===== src/rtl/dctlb_l2req_sched.sv =====
// L1 data-TLB miss scheduler: merges and tracks up to four outstanding misses,
// issues them to the L2TLB round-robin, fills on ack and sequences displacement snoops.
module dctlb_l2req_sched #(
    parameter int VPN_W = 24,
    parameter int HPA_W = 12
) (
    input  logic             clk,
    input  logic             reset,
    input  logic             miss0_valid,
    output logic             miss0_retry,
    input  logic [VPN_W-1:0] miss0_vpn,
    input  logic             miss1_valid,
    output logic             miss1_retry,
    input  logic [VPN_W-1:0] miss1_vpn,
    input  logic             miss2_valid,
    output logic             miss2_retry,
    input  logic [VPN_W-1:0] miss2_vpn,
    output logic             l1tlbtol2tlb_req_valid,
    input  logic             l1tlbtol2tlb_req_retry,
    output logic [VPN_W-1:0] l1tlbtol2tlb_req_vpn,
    output logic [1:0]       l1tlbtol2tlb_req_id,
    input  logic             l2tlbtol1tlb_ack_valid,
    output logic             l2tlbtol1tlb_ack_retry,
    input  logic [1:0]       l2tlbtol1tlb_ack_id,
    input  logic [HPA_W-1:0] l2tlbtol1tlb_ack_hpaddr,
    output logic             fill_valid,
    output logic [VPN_W-1:0] fill_vpn,
    output logic [HPA_W-1:0] fill_hpaddr,
    input  logic             l2tlbtol1tlb_snoop_valid,
    output logic             l2tlbtol1tlb_snoop_retry,
    input  logic [HPA_W-1:0] l2tlbtol1tlb_snoop_hpaddr,
    output logic             inv_valid,
    input  logic             inv_retry,
    output logic [HPA_W-1:0] inv_hpaddr,
    output logic             l1tlbtol2tlb_sack_valid,
    input  logic             l1tlbtol2tlb_sack_retry,
    output logic [HPA_W-1:0] l1tlbtol2tlb_sack_hpaddr,
    output logic             err_ack,
    output logic [1:0]       dbg_snoop_state,
    output logic [7:0]       dbg_entry_state
);
    // Handshake: a transfer happens in any cycle where valid=1 and retry=0;
    // while retry=1 the sender holds valid and its payload unchanged.
    typedef enum logic [1:0] {E_IDLE = 2'd0, E_PEND = 2'd1, E_WAIT = 2'd2} ent_t;
    typedef enum logic [1:0] {S_IDLE = 2'd0, S_INV = 2'd1, S_SACK = 2'd2} snp_t;

    ent_t             ent_q [4];
    logic [VPN_W-1:0] vpn_q [4];
    logic [1:0]       rr_ptr;
    logic             req_valid_q;
    logic [VPN_W-1:0] req_vpn_q;
    logic [1:0]       req_id_q;
    logic             fill_valid_q;
    logic [VPN_W-1:0] fill_vpn_q;
    logic [HPA_W-1:0] fill_hpaddr_q;
    logic             err_ack_q;
    snp_t             snp_state, snp_next;
    logic [HPA_W-1:0] snp_hpaddr;

    logic [2:0]       idle_cnt;
    logic             alloc_found;
    logic [1:0]       alloc_id;
    logic [2:0]       match;
    logic [2:0]       acc;
    logic             do_alloc;
    logic [VPN_W-1:0] alloc_vpn;
    logic             can_load;
    logic             pick_found;
    logic [1:0]       pick_id;
    logic [1:0]       idx;

    // Free-entry count and merge detection use registered state only, so an
    // entry freed by an ack is not visible as IDLE until the following cycle.
    always_comb begin
        idle_cnt    = 3'd0;
        alloc_found = 1'b0;
        alloc_id    = 2'd0;
        match       = 3'b000;
        for (int i = 0; i < 4; i++) begin
            if (ent_q[i] == E_IDLE) begin
                idle_cnt = idle_cnt + 3'd1;
                if (!alloc_found) begin
                    alloc_found = 1'b1;
                    alloc_id    = 2'(i);
                end
            end else begin
                if (vpn_q[i] == miss0_vpn) match[0] = 1'b1;
                if (vpn_q[i] == miss1_vpn) match[1] = 1'b1;
                if (vpn_q[i] == miss2_vpn) match[2] = 1'b1;
            end
        end
    end

    // Only the highest-priority valid miss is considered; prefetch keeps one entry spare.
    always_comb begin
        acc       = 3'b000;
        alloc_vpn = miss2_vpn;
        if (miss0_valid) begin
            acc[0]    = match[0] || (idle_cnt != 3'd0);
            alloc_vpn = miss0_vpn;
        end else if (miss1_valid) begin
            acc[1]    = match[1] || (idle_cnt != 3'd0);
            alloc_vpn = miss1_vpn;
        end else if (miss2_valid) begin
            acc[2]    = match[2] || (idle_cnt >= 3'd2);
        end
        do_alloc = (acc[0] && !match[0]) || (acc[1] && !match[1]) || (acc[2] && !match[2]);
    end

    assign miss0_retry = miss0_valid && !acc[0];
    assign miss1_retry = miss1_valid && !acc[1];
    assign miss2_retry = miss2_valid && !acc[2];

    // Round-robin pick starting after the last issued id; the entry sitting in
    // the request register is still PEND and must not be picked twice.
    always_comb begin
        can_load   = !req_valid_q || !l1tlbtol2tlb_req_retry;
        pick_found = 1'b0;
        pick_id    = 2'd0;
        idx        = 2'd0;
        for (int k = 1; k <= 4; k++) begin
            idx = rr_ptr + 2'(k);
            if (!pick_found && ent_q[idx] == E_PEND && !(req_valid_q && req_id_q == idx)) begin
                pick_found = 1'b1;
                pick_id    = idx;
            end
        end
    end

    always_ff @(posedge clk or posedge reset) begin
        if (reset) begin
            for (int i = 0; i < 4; i++) begin
                ent_q[i] <= E_IDLE;
                vpn_q[i] <= '0;
            end
            rr_ptr        <= 2'd0;
            req_valid_q   <= 1'b0;
            req_vpn_q     <= '0;
            req_id_q      <= 2'd0;
            fill_valid_q  <= 1'b0;
            fill_vpn_q    <= '0;
            fill_hpaddr_q <= '0;
            err_ack_q     <= 1'b0;
        end else begin
            fill_valid_q <= 1'b0;
            if (do_alloc) begin
                ent_q[alloc_id] <= E_PEND;
                vpn_q[alloc_id] <= alloc_vpn;
            end
            if (req_valid_q && !l1tlbtol2tlb_req_retry) ent_q[req_id_q] <= E_WAIT;
            if (l2tlbtol1tlb_ack_valid) begin
                if (ent_q[l2tlbtol1tlb_ack_id] == E_WAIT) begin
                    ent_q[l2tlbtol1tlb_ack_id] <= E_IDLE;
                    fill_valid_q  <= 1'b1;
                    fill_vpn_q    <= vpn_q[l2tlbtol1tlb_ack_id];
                    fill_hpaddr_q <= l2tlbtol1tlb_ack_hpaddr;
                end else begin
                    err_ack_q <= 1'b1;
                end
            end
            if (can_load) begin
                req_valid_q <= pick_found;
                if (pick_found) begin
                    req_vpn_q <= vpn_q[pick_id];
                    req_id_q  <= pick_id;
                    rr_ptr    <= pick_id;
                end
            end
        end
    end

    always_ff @(posedge clk or posedge reset) begin
        if (reset) begin
            snp_state  <= S_IDLE;
            snp_hpaddr <= '0;
        end else begin
            snp_state <= snp_next;
            if (snp_state == S_IDLE && l2tlbtol1tlb_snoop_valid) snp_hpaddr <= l2tlbtol1tlb_snoop_hpaddr;
        end
    end

    always_comb begin
        snp_next                 = snp_state;
        inv_valid                = 1'b0;
        l1tlbtol2tlb_sack_valid  = 1'b0;
        l2tlbtol1tlb_snoop_retry = 1'b1;
        case (snp_state)
            S_IDLE: begin
                l2tlbtol1tlb_snoop_retry = 1'b0;
                if (l2tlbtol1tlb_snoop_valid) snp_next = S_INV;
            end
            S_INV: begin
                inv_valid = 1'b1;
                if (!inv_retry) snp_next = S_SACK;
            end
            S_SACK: begin
                l1tlbtol2tlb_sack_valid = 1'b1;
                if (!l1tlbtol2tlb_sack_retry) snp_next = S_IDLE;
            end
            default: snp_next = S_IDLE;
        endcase
    end

    assign l1tlbtol2tlb_req_valid   = req_valid_q;
    assign l1tlbtol2tlb_req_vpn     = req_vpn_q;
    assign l1tlbtol2tlb_req_id      = req_id_q;
    assign l2tlbtol1tlb_ack_retry   = 1'b0;
    assign fill_valid               = fill_valid_q;
    assign fill_vpn                 = fill_vpn_q;
    assign fill_hpaddr              = fill_hpaddr_q;
    assign inv_hpaddr               = snp_hpaddr;
    assign l1tlbtol2tlb_sack_hpaddr = snp_hpaddr;
    assign err_ack                  = err_ack_q;
    assign dbg_snoop_state          = snp_state;
    assign dbg_entry_state          = {ent_q[3], ent_q[2], ent_q[1], ent_q[0]};

endmodule


===== config.mk =====
export PLATFORM = sky130hd
export DESIGN_NAME = dctlb_l2req_sched
export DESIGN_NICKNAME = d
export VERILOG_FILES = /design/src/rtl/dctlb_l2req_sched.sv
export SDC_FILE = /design/constraint.sdc
export NUM_CORES = 1
export LEC_CHECK = 0
export CAP_MARGIN = 20
export CORE_MARGIN = 3
export CORE_UTILIZATION = 45
export DETAILED_ROUTE_END_ITERATION = 10
export HOLD_SLACK_MARGIN = 0.02
export PLACE_DENSITY_LB_ADDON = 0.2
export SLEW_MARGIN = 30
export SYNTH_ARGS = -nofsm -noshare
export SYNTH_HDL_FRONTEND = slang
export SYNTH_SLANG_ARGS = --single-unit

===== constraint.sdc =====
create_clock -name clk -period 7.8 [get_ports clk]
set_input_delay 1.56 -clock clk [delete_from_list [all_inputs] [get_ports clk]]
set_output_delay 1.56 -clock clk [all_outputs]
set_load 0.005 [all_outputs]

# ---- Word level (Yosys, flattened, before mapping)
# Index checks and enable logic that the tools add are counted.
dict set report op_classes {
  n_eq_ne 25
  addsub 6
  n_reduce_logical 51
  n_mux 87
  bitwise_logic 16
  multipliers 0
  n_shift 0
  n_lt_le_gt_ge 11
  n_div 0
}
# cell count
set op_table {}
lappend op_table {{equality test 24 bit} 12}
lappend op_table {{2-to-1 mux 24 bit} 7}
lappend op_table {{binary-select mux 24 bit (select 2 bit)} 2}
lappend op_table {{bitwise mux 96 bit} 1}
lappend op_table {{2-to-1 mux 2 bit} 25}
lappend op_table {{demux 24 bit (select 2 bit)} 1}
lappend op_table {{2-to-1 mux 8 bit} 4}
lappend op_table {{2-to-1 mux 1 bit} 31}
lappend op_table {{greater-or-equal comparator 3 bit, second input constant} 7}
lappend op_table {{logical AND 1 bit} 21}
lappend op_table {{2-to-1 mux 3 bit} 7}
lappend op_table {{inverter 2 -> 3 bit} 7}
lappend op_table {{binary-select mux 2 bit (select 2 bit)} 5}
lappend op_table {{logical NOT 1 bit} 14}
lappend op_table {{demux 2 bit (select 2 bit)} 3}
lappend op_table {{equality test 2 x 1 -> 1 bit, second input constant} 5}
lappend op_table {{logical NOT 2 bit} 5}
lappend op_table {{adder 3 x 1 -> 3 bit, second input constant} 3}
lappend op_table {{< comparator 3 x 1 -> 1 bit, second input constant} 3}
lappend op_table {{AND 4 bit} 2}
lappend op_table {{AND 8 bit} 1}
lappend op_table {{inverter 4 bit} 2}
lappend op_table {{inverter 8 bit} 1}
lappend op_table {{OR 4 bit} 2}
lappend op_table {{other kinds (12)} 25}
dict set report totals {
  input_bits 108
  ram_bits 0
  mem_count 0
  elab_cells 213
  latchBits 0
  mem_bits_ro 0
  regBits 183
  out_inout_bits 106
}

# ---- Depth between registers and ports, before layout
# Gate-level depths: netlist of the first run.
dict set report logic_depth {
  depth_word 24
  mapped_depth 16
  ltp_nobuf 14
}

# ---- Least setup slack after synthesis of the first run
# No wires, ideal clock.
dict set report synth_path {
  path_kind {in2out}
  from {in miss1_vpn[4]}
  to {out miss1_retry}
  arrival_time_ps 2867
  t_required_ps 6240
  path_stages 8
  n_path_buf 1
  path_slack_ps 3373
  path_cell_list {clkbuf_1 xor2_1 nor4_1 nand3_1 nor4_1 nor4_1 nor2b_1 o21a_1}
}
dict set report synth_between {
  elab_chain_len 14
  word_cells_on_any_way 17
  classes_between {4 x eq/ne; 10 x mux; 3 x reduce/logical}
}
# element line_no
set synth_rtl {}
lappend synth_rtl {{from (decl)} 14} ;# input logic [VPN_W-1:0] miss1_vpn,
lappend synth_rtl {{equality test 24 bit} 88} ;# if (vpn_q[i] == miss1_vpn) match[1] = 1'b1;
lappend synth_rtl {{2-to-1 mux 1 bit} 88}
lappend synth_rtl {{2-to-1 mux 3 bit} 80} ;# if (ent_q[i] == E_IDLE) begin
lappend synth_rtl {{2-to-1 mux 1 bit} 88}
lappend synth_rtl {{2-to-1 mux 3 bit} 80}
lappend synth_rtl {{2-to-1 mux 1 bit} 88}
lappend synth_rtl {{2-to-1 mux 3 bit} 80}
lappend synth_rtl {{2-to-1 mux 1 bit} 88}
lappend synth_rtl {{2-to-1 mux 3 bit *} 80}
lappend synth_rtl {{logical OR 1 bit *} 102} ;# acc[1] = match[1] || (idle_cnt != 3'd0);
lappend synth_rtl {{2-to-1 mux 1 bit *} 101} ;# end else if (miss1_valid) begin
lappend synth_rtl {{2-to-1 mux 2 bit *} 98} ;# if (miss0_valid) begin
lappend synth_rtl {{logical NOT 1 bit *} 111} ;# assign miss1_retry = miss1_valid && !acc[1];
lappend synth_rtl {{logical AND 1 bit *} 111}
lappend synth_rtl {{to (decl)} 13} ;# output logic miss1_retry,
# Mark *: on every way between the ends. The rest lies on a longest branch, timed or not.

# ---- Worst setup path in the final report of the first run
dict set report layout_path {
  from {in miss1_vpn[15]}
  to {out miss1_retry}
}
# The elaborated chain is that of the path after synthesis.

==> metrics.cfg, run 1 <==
[cts]
post_cts_hold_buffer_count = 0
clkTransAtPathRegs_ns = 0.07
ctsRootBufferMaster = clkbuf_16
cts_tree = done
clk_latency_ns = 0.45
cts.sinks = 183
cts_buffer_depth = 2
cts_setup_buffers = 0
h-tree-depth = 4
cts_resized = 0
numCtsBuffers = 17

[final_layout]
fillers = 2634
most-common-layout-cells = 209 x clkdlybuf4s50_1, 183 x dfrtp_1, 169 x xor2_1
finalNetCount = 1441
stdcell_area_mm2 = 0.0155
antenna_cells = 0
final_common_cell = clkdlybuf4s50_1
syn_to_final_growth_pct = 17.4
drive_gt1_share_pct = 12.9
final-seq-area_mm2 = 0.00458
multi_input_area_mm2 = 0.00756

[timing]
fin_ws_ns = 1.85
worst_pin_slew_ns = 0.930
clock_skew_ns = 0.0188
drv_slew = 0
period_share_pct = 76.3
fin_tns_setup_ns = 0
slew_headroom_pct = 38.0
hold_violations = 0
fin_crit_ns = 5.95
rsz0062_at_grt = false
finalSetupViolations = 0
fmax_ghz = 0.168

[critical_path]
cpPeakStageDelay_ns = 0.59
path_buf_inv = 2
cp-start-kind = input port
crit_top_cell = nor4_1
end_kind = output port
cp_slowest_cell = clkdlybuf4s50_1
cp_max_fo = 5
arrival_ns = 4.39
required_ns = 6.24
worstSetupPathType = input port to output port
critical-path-top-delay-family = simple AND/OR/NAND/NOR gates
cp_cell_sequence = clkdlybuf4s50_1, xor2_1, nor4_1, nand4_1, nor4_1, nor4_1, nor2b_1, o21a_1, clkdlybuf4s50_1

[routing]
wl_met2_mm = 21.2
wl_met1_mm = 20.1
num_vias = 9908
final_antenna_net_count = 0
post_drt_wl_per_cell_um = 26.3
avgViaCountPerCell = 5.76
top_layer = met4
dr_wl_met3_mm = 2.81
wl_mm = 45.2
dr.pass1.iters = 5
drt-initial-drc-count = 843
drc = 0

[global_route]
antenna_found_initial = 0
grt_usage_pct = 29.0
grt-ovfl-total = 0
grt_first_pass_wirelength_mm = 67.2
grt_pass1_vias = 10100
grt_max_degree = 118

[logic_synthesis]
synth_seq_area_share_pct = 34.7
ys_warn_count = 0
synth-edff-count = 0
synth-seq-cells = 183
yosysUniqueCellTypes = 57
syn-cell-area_mm2 = 0.0132
synthArstFlopShare_pct = 100
syn_nets = 1428
syn_avg_cell_area_um2 = 10.1
synth-main-ff-cell = dfrtp_1
netlist_instances = 1310

[floorplan]
io_pins = 214
fp.dieW_um = 177
num_rows = 62
dieHeight_um = 177
die_area_mm2 = 0.0314
initial_core_util_pct = 45.8
core_area_mm2 = 0.0288

[hold_path]
hp-class = flip-flop to flip-flop

[power_and_ir_drop]
leakagePower_uw = 0.00633
power_uw = 7160
p_per_area_mw_per_mm2 = 462
peakVddDrop_mv = 0.291

[placed_design]
numPortBuffers = 212
place.gp.congestion = 1.10
place_ws_ns = 1.88
dp_hpwl_mm = 34.0
place_area_mm2 = 0.0149

[run_status]
status = finished clean

[run]
max_cap_viol_count = 0

## flip-flops by register name, summed over array words and instances, names as in the netlist
register                flops
fill_hpaddr                12
fill_vpn                   24
inv_hpaddr                 12
dbg_snoop_state             2
l1tlbtol2tlb_req_id         2
fill_valid                  1
l1tlbtol2tlb_req_vpn       24
vpn_q                      96
dbg_entry_state             8
l1tlbtol2tlb_req_valid      1
err_ack                     1
## layer usage
metal  track usage (%)  vias up
met5                 0        -
met4              8.81        0
met3              3.78       61
met2              47.4      404
met1              40.2     5015
li1                  -     4428
## synth_stat cells (all sizes together), types with 5 or more instances
| cell | count | area, um2 |
|---|---|---|
| nor2 | 20 | 77.6 |
| nand4 | 32 | 200 |
| or2 | 6 | 37.5 |
| nand3 | 20 | 100 |
| o221ai | 24 | 210 |
| xor2 | 169 | 1480 |
| clkbuf | 153 | 579 |
| buf | 76 | 442 |
| o21a | 6 | 45.0 |
| xnor2 | 121 | 1060 |
| mux4 | 24 | 541 |
| a21oi | 7 | 35.0 |
| ha | 10 | 125 |
| nor2b | 5 | 31.3 |
| mux2i | 78 | 781 |
| inv | 14 | 52.6 |
| nand2b | 8 | 50.1 |
| nor4 | 42 | 263 |
| nor3 | 16 | 80.1 |
| nand2 | 93 | 349 |
| mux2 | 132 | 1560 |
| o21ai | 30 | 161 |
| dfrtp | 183 | 4580 |
## kinds of logic after synthesis
kind of cell	after synthesis	synth area share [%]
AO/OA/AOI/OAI	97	5.52
XOR/XNOR	290	19.3
adder cells (fa/ha/maj)	10	0.949
buffers and inverters	243	8.14
flip-flops	183	34.7
multiplexers	234	21.8
other	1	0.0284
AND/OR/NAND/NOR	252	9.56
## layout make-up
| class | count | share of cell area [%] |
|---|---|---|
| Clock buffer | 18 | 2.84 |
| Clock inverter | 14 | 0.849 |
| Timing Repair Buffer | 223 | 14.4 |
| Multi-Input combinational cell | 884 | 48.8 |
| Sequential cell | 183 | 29.6 |
| Tap cell | 384 | 3.10 |
| Inverter | 14 | 0.388 |
## worst reg2reg max path, cell delays in order, from the launching register on
cell	delay, ns
dfrtp_1	0.43
nor2_1	0.70
inv_1	0.16
ha_1	0.38
xor2_1	0.20
ha_1	0.27
nand3_1	0.09
mux2i_1	0.07
a22oi_1	0.33
nand2b_1	0.22
and3_1	0.17
a32o_2	0.27
o21a_2	0.56
buf_4	0.39
mux2_2	0.37
## report_power, final
group / switching [uW] / internal [uW]
sequential: 783 / 1430
combinational: 2020 / 2060
clock: 440 / 432
total: 3240 / 3910
## path summary, 6_finish.rpt
check	to	cells past startpoint	from	slack (ns)
worst max-delay path	miss1_retry	9	miss1_vpn[15]	1.85
worst min-delay path	fill_hpaddr[0]	2	fill_hpaddr[0]	0.48
worst max register to register	vpn_q[20]	14	dbg_entry_state[2]	3.07
worst min register to register	fill_hpaddr[0]	2	fill_hpaddr[0]	0.48
max in group asynchronous	fill_vpn[18]	4	reset	5.04
min in group asynchronous	fill_hpaddr[8]	2	reset	1.67
## metrics by stage
stage / instances / hold WS [ns] / util [%]
2_1_floorplan: 1310 / 0.468 / -
3_3_place_gp: 1686 / 0.459 / 51.6
3_5_place_dp: 1687 / 0.463 / 51.7
4_1_cts: 1719 / 0.481 / 53.7
5_1_grt: 1720 / 0.505 / 53.8
6_report: 1720 / 0.477 / 53.8
Power figures use the tool's default switching activity.
==> run 2, diff against run 1 <==
clock period = 4.9 ns   (was 7.8 ns; I/O delays follow)
==> metrics.cfg, run 2 (synthesis gave the netlist of run 1 again) <==
[final_layout]
final-seq-area_mm2 = 0.00458
most-common-layout-cells = 210 x clkdlybuf4s50_1, 183 x dfrtp_1, 168 x xor2_1
fin_util_pct = 55.0
drive_gt1_share_pct = 15.0
syn_to_final_growth_pct = 20.1
antenna_cells = 0
largest_reg_flops = 96
fillers = 2544
layout.cells.non_filler = 1751
finalNetCount = 1472
stdcell_area_mm2 = 0.0158
top_register = vpn_q
multi_input_area_mm2 = 0.00760
final_common_cell = clkdlybuf4s50_1

[timing]
fin_crit_ns = 4.83
finalSetupViolations = 0
rsz0062_at_grt = false
hold_violations = 0
drv_slew = 0
period_share_pct = 98.6
worst_pin_slew_ns = 0.890
fmax_ghz = 0.207
clock_skew_ns = 0.0158
slew_headroom_pct = 40.6

[critical_path]
arrival_ns = 3.85
r2r_slack_ns = 1.07
worstSetupPathType = input port to output port
reg2regPathDepth = 14
end_kind = output port
cp-start-kind = input port
cp_max_fo = 5
rr_endpoint = vpn_q[30]
required_ns = 3.92
timing.rr.start = dbg_entry_state[0]

[cts]
cts_setup_buffers = 0
cts_buffer_depth = 2
clk_latency_ns = 0.43
cts.sinks = 183
cts_tree = done
h-tree-depth = 4
clkTransAtPathRegs_ns = 0.07
ctsRootBufferMaster = clkbuf_16
numCtsBuffers = 17

[floorplan]
die_area_mm2 = 0.0314
fp.dieW_um = 177
core_area_mm2 = 0.0288
io_pins = 214
initial_core_util_pct = 45.8
dieHeight_um = 177
num_rows = 62

[placed_design]
dp_cells = 1719
place.gp.congestion = 1.07
dp_hpwl_mm = 36.3
numPortBuffers = 212
place_area_mm2 = 0.0152

[hold_path]
hold_depth = 2
hp-class = flip-flop to flip-flop
hold_end = fill_hpaddr[6]
min-delay-start = fill_hpaddr[6]

[global_route]
grt_pass1_vias = 10100
grt_max_degree = 94
grt-ovfl-total = 0
antenna_found_initial = 0
grt_usage_pct = 29.4
grt_first_pass_wirelength_mm = 67.7

[routing]
num_vias = 9893
avgViaCountPerCell = 5.65
final_antenna_net_count = 0
wl_mm = 45.9
dr.pass1.iters = 5
drt-initial-drc-count = 700
drc = 0
post_drt_wl_per_cell_um = 26.2

[power_and_ir_drop]
power_uw = 11700
peakVddDrop_mv = 0.365
leakagePower_uw = 0.00651
p_per_area_mw_per_mm2 = 737

[run]
max_cap_viol_count = 0

[run_status]
status = finished clean

run 2: cell type report:
| cell class | instances | share of cell area, % |
|---|---|---|
| clock buffers | 18 | 2.71 |
| flip-flops and latches | 183 | 28.9 |
| clock inverters | 14 | 0.956 |
| multi-input cells | 884 | 48.0 |
| repair buffers | 254 | 16.0 |
| inverters | 14 | 0.356 |
| well taps | 384 | 3.03 |
run 2: routing by layer:
layer	vias up	track usage (%)	part of all wire, %
met5	-	0	0
met4	0	9.75	3.2
met3	82	4.70	5.7
met2	389	48.7	48
met1	4931	39.3	44
li1	4491	-	-
run 2: worst max path at each step:
stage,start,to,slack [ns],cells past startpoint
after floorplan,dbg_entry_state[2],vpn_q[34],1.34,13
after global placement,miss1_vpn[3],miss1_retry,-0.01,10
after detailed placement,miss1_vpn[7],miss1_retry,-0.01,10
after CTS,miss1_vpn[3],miss1_retry,0.01,10
after global routing,miss1_vpn[7],miss1_retry,0.03,10
final,miss1_vpn[7],miss1_retry,0.07,10
run 2: metrics by stage:
stage	setup slack, ns	setup TNS [ns]	hold slack, ns
after floorplan	1.34	0	0.468
after global placement	-0.00962	-0.0183	0.458
after detailed placement	-0.0107	-0.0107	0.462
after CTS	0.0136	0	0.479
after global routing	0.0313	0	0.500
final	0.0677	0	0.476
run 2: timing repair:
action	CTS	global route
setup endpoints to repair	1	2
hold buffers	0	0
gates resized for setup	1	6
run 2: power by group:
group,leakage [uW],internal [uW],switching (uW)
clock,0.000286,729,691
combinational,0.00399,3450,3280
sequential,0.00224,2270,1240
run 2: critical path, cell delays in order:
cell             delay [ns]
clkdlybuf4s50_1        0.60
xor2_1                 0.22
nor4_1                 0.43
nand4_1                0.14
nor4_1                 0.44
nor4_2                 0.14
buf_4                  0.16
nor2b_1                0.12
o21a_1                 0.17
clkdlybuf4s50_1        0.45
==> run 3, diff against run 2 <==
--- a/config.mk
+++ b/config.mk
@@ -9,3 +9,3 @@
 export CORE_MARGIN = 3
-export CORE_UTILIZATION = 45
+export CORE_UTILIZATION = 32
 export DETAILED_ROUTE_END_ITERATION = 10
==> constraint.sdc (replaced) <==
create_clock -name clk -period 4.9 [get_ports clk]
set_input_delay 1.47 -clock clk [delete_from_list [all_inputs] [get_ports clk]]
set_output_delay 1.47 -clock clk [all_outputs]
set_load 0.005 [all_outputs]
==> metrics.cfg, run 3 (synthesis gave the netlist of run 1 again) <==
[cts]
cts_buffer_depth = 2
clkTransAtPathRegs_ns = 0.07
post_cts_hold_buffer_count = 0
ctsRootBufferMaster = clkbuf_16
clk_latency_ns = 0.47
numCtsBuffers = 17
cts.sinks = 183
cts_tree = done
h-tree-depth = 4

[run_status]
status = finished clean

[final_layout]
drive_gt1_share_pct = 28.3
syn_to_final_growth_pct = 33.2
antenna_cells = 0
most-common-layout-cells = 183 x dfrtp_1, 149 x buf_4, 147 x xor2_1
layout.cells.non_filler = 2019
fillers = 3914
finalNetCount = 1600
top_register = vpn_q
final_common_cell = dfrtp_1
stdcell_area_mm2 = 0.0176
final-seq-area_mm2 = 0.00458
largest_reg_flops = 96
fin_util_pct = 43.7
multi_input_area_mm2 = 0.00821

[critical_path]
arrival_ns = 3.39
worstSetupPathType = input port to output port
reg2regPathDepth = 13
required_ns = 3.43
cp-start-kind = input port
end_kind = output port
cp_max_fo = 3

[timing]
slew_headroom_pct = 48.8
fmax_ghz = 0.206
period_share_pct = 99.3
fin_crit_ns = 4.86
clock_skew_ns = 0.0145
finalSetupViolations = 0
hold_violations = 0
worst_pin_slew_ns = 0.768
timing.hold.ws_ns = 0.477
rsz0062_at_grt = true
drv_slew = 0

[floorplan]
dieHeight_um = 209
num_rows = 73
initial_core_util_pct = 32.8
fp.dieW_um = 209
core_area_mm2 = 0.0402
die_area_mm2 = 0.0437
io_pins = 214

[placed_design]
numPortBuffers = 212
place_area_mm2 = 0.0164
dp_cells = 1985
place.gp.congestion = 1.01
dp_hpwl_mm = 39.4

[global_route]
grt_max_degree = 106
grt-ovfl-total = 0
grt_pass1_vias = 10900
antenna_found_initial = 0
grt_usage_pct = 22.8
grt_first_pass_wirelength_mm = 73.8

[routing]
final_antenna_net_count = 0
drc = 0
num_vias = 10400
dr.pass1.iters = 6
post_drt_wl_per_cell_um = 24.9
avgViaCountPerCell = 5.16
drt-initial-drc-count = 704
wl_mm = 50.2

[power_and_ir_drop]
p_per_area_mw_per_mm2 = 719
peakVddDrop_mv = 0.348
leakagePower_uw = 0.00748

[run]
max_cap_viol_count = 0

[hold_path]
hp-class = flip-flop to flip-flop
hold_depth = 2

-- run 3: cell count changes in the layout (fill, tap and decap cells not counted), sizes merged --
| cell | delta |
|---|---|
| buf | +135 |
| bufinv | +3 |
| clkbuf | +15 |
| clkdlybuf4s15 | +6 |
| clkinvlp | -1 |
| inv | -6 |
| dlymetal6s2s | +2 |
| clkinv | +2 |
| clkdlybuf4s50 | -67 |
| dlygate4sd2 | +38 |
-- run 3: worst max-delay path, cell delays in order --
cell	delay, ns
dlygate4sd2_1	0.29
buf_4	0.17
xnor2_2	0.20
nand4_1	0.30
nor4_4	0.41
nor4_4	0.09
nor2b_1	0.15
o21a_1	0.18
buf_2	0.13
-- run 3: layer usage --
layer / up-vias / share of wire, % / track usage, %
met1: 5269 / 45 / 30.6
met2: 341 / 47 / 37.4
li1: 4737 / - / -
met4: 0 / 3.1 / 7.14
met3: 79 / 4.9 / 4.17
met5: - / 0 / 0
-- run 3: power by group --
| part | internal (uW) | leakage (uW) | switching [uW] |
|---|---|---|---|
| logic | 3940 | 0.00493 | 3550 |
| registers | 2270 | 0.00224 | 1330 |
| clock network | 875 | 0.000309 | 657 |
-- run 3: path summary, 6_finish.rpt --
path	endpoint	startpoint	slack, ns
setup / recovery	miss1_retry	miss1_vpn[19]	0.04
hold / removal	fill_hpaddr[6]	fill_hpaddr[6]	0.48
setup reg to reg	vpn_q[79]	dbg_entry_state[0]	1.05
hold reg to reg	fill_hpaddr[6]	fill_hpaddr[6]	0.48
max in group asynchronous	vpn_q[19]	reset	2.85
min in group asynchronous	fill_vpn[7]	reset	1.50
-- run 3: what timing repair did --
action | in CTS | in global routing
buffers inserted | 3 | 2
gates resized for setup | 172 | 60
pin swaps | 37 | 24
endpoints found under the hold margin | 0 | 0
setup endpoints to repair | 3 | 3
-- run 3: layout make-up --
class                      count  area share, %
inverter                      14          0.321
timing repair buffer         382           19.5
multi-input combinational    884           46.7
clock buffer                  19           2.52
clock inverter                12           1.08
tap                          525           3.74
sequential                   183           26.1
-- run 3: metrics by stage --
step / power, uW / setup TNS (ns) / setup WS, ns
floorplan: 7650 / 0 / 0.653
global placement: 10700 / -22.15 / -1.11
detailed placement: 10800 / -13.98 / -1.02
CTS: 12600 / -0.00836 / -0.00836
global route: 13300 / -0.0221 / -0.0221
finish: 12600 / 0 / 0.0352
